### config.mk
export PLATFORM = sky130hd
export DESIGN_NAME = regdec_scoreboard
export DESIGN_NICKNAME = d
export VERILOG_FILES = /design/src/rtl/regdec_scoreboard.sv
export SDC_FILE = /design/constraint.sdc
export NUM_CORES = 1
export LEC_CHECK = 0
export BUFFER_PORTS_ARGS = -buffer_cell sky130_fd_sc_hd__buf_2
export CAP_MARGIN = 10
export CORE_UTILIZATION = 34
export CTS_CLUSTER_SIZE = 16
export DETAILED_ROUTE_END_ITERATION = 7
export PLACE_DENSITY_LB_ADDON = 0.25
export RECOVER_POWER = 50
export SKIP_CTS_REPAIR_TIMING = 1
export SLEW_MARGIN = 30
export SYNTH_ARGS = -nofsm -noshare
export SYNTH_HDL_FRONTEND = slang
export SYNTH_SLANG_ARGS = --single-unit
### constraint.sdc
create_clock -name clk -period 5.9 [get_ports clk]
set_input_delay 0.59 -clock clk [delete_from_list [all_inputs] [get_ports clk]]
set_output_delay 0.59 -clock clk [all_outputs]
set_load 0.1 [all_outputs]
### src/rtl/regdec_scoreboard.sv
// Register-address decoder with a per-register pending-write scoreboard.
// Produces registered one-hot writeback enables and combinational RAW/WAW issue stalls.
module regdec_scoreboard #(
  parameter int ADDR_W      = 3,
  parameter bit ZERO_REG_HW = 1'b0
) (
  input  logic                     clk,
  input  logic                     rst_n,
  input  logic                     issue_valid,
  input  logic [ADDR_W-1:0]        issue_dst,
  input  logic [ADDR_W-1:0]        issue_src_a,
  input  logic [ADDR_W-1:0]        issue_src_b,
  output logic                     issue_ready,
  input  logic                     wb_valid,
  input  logic [ADDR_W-1:0]        wb_addr,
  output logic [(2**ADDR_W)-1:0]   wb_we,
  output logic [(2**ADDR_W)-1:0]   busy,
  output logic [ADDR_W:0]          busy_count,
  input  logic                     flush,
  output logic                     err_spurious
);

  localparam int NREG = 2**ADDR_W;
  // Bit 0 set only when register 0 is hardwired; masks it out of every path.
  localparam logic [NREG-1:0] HW_MASK = {{(NREG-1){1'b0}}, ZERO_REG_HW};

  function automatic logic [ADDR_W:0] popcount(input logic [NREG-1:0] v);
    logic [ADDR_W:0] c;
    c = '0;
    for (int i = 0; i < NREG; i++) begin
      c = c + {{ADDR_W{1'b0}}, v[i]};
    end
    return c;
  endfunction

  function automatic logic [NREG-1:0] onehot(input logic [ADDR_W-1:0] a);
    logic [NREG-1:0] o;
    o    = '0;
    o[a] = 1'b1;
    return o;
  endfunction

  logic [NREG-1:0]   r_busy;
  logic [NREG-1:0]   r_wb_we;
  logic [ADDR_W:0]   r_busy_count;
  logic              r_err;

  logic [NREG-1:0]   w_wb_hit;
  logic [NREG-1:0]   w_hz;
  logic [NREG-1:0]   w_busy_nxt;
  logic [NREG-1:0]   w_we_nxt;
  logic              w_accept;
  logic              w_err_set;

  // Same-cycle writeback bypass and per-register hazard vector.
  always_comb begin
    w_wb_hit = '0;
    for (int r = 0; r < NREG; r++) begin
      w_wb_hit[r] = wb_valid && (wb_addr == ADDR_W'(r));
    end
    w_hz        = r_busy & ~w_wb_hit & ~HW_MASK;
    issue_ready = ~flush & ~(w_hz[issue_src_a] | w_hz[issue_src_b] | w_hz[issue_dst]);
    w_accept    = issue_valid & issue_ready;
  end

  // Next scoreboard state: flush beats a new issue, a new issue beats a writeback clear.
  always_comb begin
    w_busy_nxt = r_busy;
    if (flush) begin
      w_busy_nxt = '0;
    end else begin
      w_busy_nxt = r_busy & ~w_wb_hit;
      if (w_accept) begin
        w_busy_nxt[issue_dst] = 1'b1;
      end else begin
        w_busy_nxt = w_busy_nxt;
      end
    end
    w_busy_nxt = w_busy_nxt & ~HW_MASK;
  end

  // Writeback decode and spurious-writeback detection.
  always_comb begin
    w_we_nxt  = '0;
    w_err_set = 1'b0;
    if (wb_valid) begin
      w_we_nxt  = onehot(wb_addr) & ~HW_MASK;
      w_err_set = ~flush & ~r_busy[wb_addr] & ~HW_MASK[wb_addr];
    end else begin
      w_we_nxt  = '0;
      w_err_set = 1'b0;
    end
  end

  // Registered scoreboard, write enables, count and sticky error.
  always_ff @(posedge clk or negedge rst_n) begin
    if (!rst_n) begin
      r_busy       <= '0;
      r_wb_we      <= '0;
      r_busy_count <= '0;
      r_err        <= 1'b0;
    end else begin
      r_busy       <= w_busy_nxt;
      r_wb_we      <= w_we_nxt;
      r_busy_count <= popcount(w_busy_nxt);
      r_err        <= r_err | w_err_set;
    end
  end

  assign busy         = r_busy;
  assign wb_we        = r_wb_we;
  assign busy_count   = r_busy_count;
  assign err_spurious = r_err;

endmodule

==> flow_metrics.tcl <==
set metrics [dict create \
    syn_area_sq_um 1444 \
    worstPathRequired_ns 6.11 \
    dp.final_hpwl_microns 3095 \
    clockRootBuffer "clkbuf_8" \
    layout_setup_ws_ns 1.242 \
    cts_tree "built" \
    path_cells "clkbuf_1 -> nand4_1 -> a32oi_1 -> o221ai_1 -> or4_4 -> o22ai_1 -> fa_1 -> inv_1 -> fa_1 -> inv_1 -> fa_1 -> ha_1 -> inv_1 -> fa_1 -> inv_1" \
    coreArea_sq_um 4029 \
    num_vias 1314 \
    final_cells 229 \
    dieHeight_microns 67.17 \
    whs_path_depth 1 \
    rsz0062_at_grt "false" \
    clk_path_buf_depth 2 \
    crit_buf_inv 5 \
    slew_viol_final 0 \
    power.leakage_nw 0.8327 \
    placed_cells 225 \
    syn_nets 167 \
    layout_min_cycle_time_ns 4.658 \
    syn_to_final_growth_pct 18.46 \
    ys_warn_count 0 \
    drtPass1Iterations 4 \
    post_dp_cell_area_sq_um 1670 \
    cts_sinks 21 \
    synthArstFlopShare_pct 100.0 \
    ir_worst_vdd_v 0.00007810 \
    grt_pass1_wl_microns 6486 \
    slowest_delay_ns 0.58 \
    end_kind "flop" \
    dieArea_sq_um 4511 \
    pin_count 39 \
    power_switching_uw 116.4 \
    track_usage_pct 19.69 \
    die_x_microns 67.17 \
    diodes 0 \
    power_uw 330.1 \
    clk_latency_ns 0.26 \
    critPathKind "input pin to flop" \
    grt_max_degree 22 \
    antenna_found_initial 0 \
    portBuffers 38 \
    finalCritPeriodShare_pct 78.94 \
    drive_gt1_share_pct 29.05 \
    synth_cell_types 48 \
    min_path_type "flop to flop" \
    synth_edf_count 0 \
    n_fill_cell 409 \
    p_sw_share_pct 35.27 \
    skew_ns 0.001365 \
    cts_inserted_buffers 3 \
    holdWs_ns 0.4747 \
    drt-total-wl_microns 3989 \
    status "finished, final reports clean" \
    grt_pass1_vias 1315 \
    drt_iter0_markers 134 \
    combinationalPowerShare_pct 24.6 \
    htreeDepth 1 \
    nNetsFinal 204 \
    final_cell_area_sq_um 1710 \
    p_per_area_nw_per_um2 193.0 \
    ys_ff_latch 21 \
    cap_violations 0 \
    crit_family "adder cells" \
    detail-route-antenna-nets 0 \
    row_count 23 \
    viasPerCell 5.738 \
    worst_pin_slew_ns 1.194 \
    clockPowerShare_pct 29.9 \
    max_slew_margin_pct 20.38 \
    synth-seq-area-share_pct 36.40 \
    p_int_uw 213.7 \
    drc_errors 0 \
    cp_max_fo 10 \
    syn_inst 143 \
    pre_cts_ws_ns 1.150 \
    syn_area_per_cell_sq_um 10.10 \
    wire_per_inst_microns 17.42 \
    cpMaxStageDelayCell "or4_4" \
    start_kind "input pin" \
    path_depth 15 \
    arrival_ns 4.87 \
    start_util_pct 35.84 \
    grt_overflow 0 \
    tns_ns 0 \
    cts.clk_slew.worst_paths_ns 0.08 \
    setup_viol 0 \
    fin_util_pct 42.45 \
    worst_r2r_path_depth 14 \
    finalHoldViolCount 0 \
    pwr-share-seq_pct 45.4 \
    fmax_mhz 214.7 \
    synth_ff_type "dfrtp_1" \
    place.gp.congestion 0.9558 \
]
## synthesized netlist by cell type, types with 4 or more instances
| library cell | instances | area share, % |
|---|---|---|
| inv_1 | 16 | 4.2 |
| fa_1 | 4 | 5.5 |
| nor2b_1 | 4 | 1.7 |
| nand2_1 | 9 | 2.3 |
| nand2b_1 | 6 | 2.6 |
| nor2_1 | 6 | 1.6 |
| nand4b_1 | 5 | 3.0 |
| nand3_1 | 4 | 1.4 |
| nand4_1 | 5 | 2.2 |
| dfrtp_1 | 21 | 36 |
## power by group through the flow
stage | clock (mW) | sequential (mW) | combinational [mW]
floorplan | 0 | 0.180 | 0.0312
global placement | 0 | 0.153 | 0.0809
detailed placement | 0 | 0.153 | 0.0820
CTS | 0.101 | 0.150 | 0.0822
global route | 0.108 | 0.150 | 0.0867
finish | 0.0989 | 0.150 | 0.0813
## cell usage in the layout (no fill, tap or decap), drive strengths merged, types with 2 or more instances in the layout
cell,Yosys,layout
and4bb,2,2
nor4,4,4
o21ai,3,3
ha,3,3
or4b,2,2
o31ai,2,2
o22ai,2,2
mux4,2,2
nor2,6,6
nor2b,4,4
or4,2,2
nand2,9,9
o32a,4,4
nand4b,5,5
buf,4,34
and3,2,2
a21o,3,3
nand2b,6,6
a21oi,3,3
nand4,5,5
o221ai,3,3
dfrtp,21,21
fa,4,4
clkbuf,2,7
nor3,2,2
nand3b,2,2
nand4bb,2,2
nand3,4,4
inv,17,17
## worst register-to-register path, delay by kind of cell (launching register included)
family	cells	cell delay (ns)
xor+xnor	1	0.14
fa+ha+maj	5	2.00
flops	1	0.50
buf+inv	3	0.15
compound gates	3	0.81
simple gates	2	0.43
## routing by layer
layer | GRT usage (%) | vias up | part of all wire [%]
li1 | - | 608 | -
met1 | 25.61 | 619 | 42
met2 | 29.38 | 68 | 45
met3 | 5.743 | 19 | 8.5
met4 | 10.37 | 0 | 3.9
met5 | 0 | - | 0
## registers in the layout, indices dropped and copies added, names as in the netlist
| name | count |
|---|---|
| err_spurious | 1 |
| busy_count | 4 |
| busy | 8 |
| wb_we | 8 |
## final cells by class
class                      instances  area, sq um  share of cell area (%)
clock buffer                       3        41.29                   2.414
clock inverter                     1        7.507                  0.4389
inverter                          17        63.81                   3.731
multi-input combinational         99        824.5                   48.21
sequential                        21        525.5                   30.72
tap                               50        62.56                   3.658
timing repair buffer              38        185.2                   10.83
## final timing paths
check	startpoint	end	slack (ns)
max in group asynchronous	rst_n	busy[1]$_DFF_PN0_	4.65
hold reg to reg	err_spurious$_DFF_PN0_	err_spurious$_DFF_PN0_	0.47
setup / recovery	wb_addr[1]	busy_count[1]$_DFF_PN0_	1.24
setup reg to reg	busy[4]$_DFF_PN0_	busy_count[2]$_DFF_PN0_	1.77
min in group asynchronous	rst_n	wb_we[7]$_DFF_PN0_	0.55
hold / removal	err_spurious$_DFF_PN0_	err_spurious$_DFF_PN0_	0.47
## cell families after synthesis
group | share of synthesized area, %
buffers and inverters | 6.239
AND/OR/NAND/NOR | 28.51
flip-flops | 36.39
multiplexers | 3.813
XOR/XNOR | 0.6067
AO/OA/AOI/OAI | 16.29
adder cells (fa/ha/maj) | 8.146
Power figures use the tool's default switching activity.
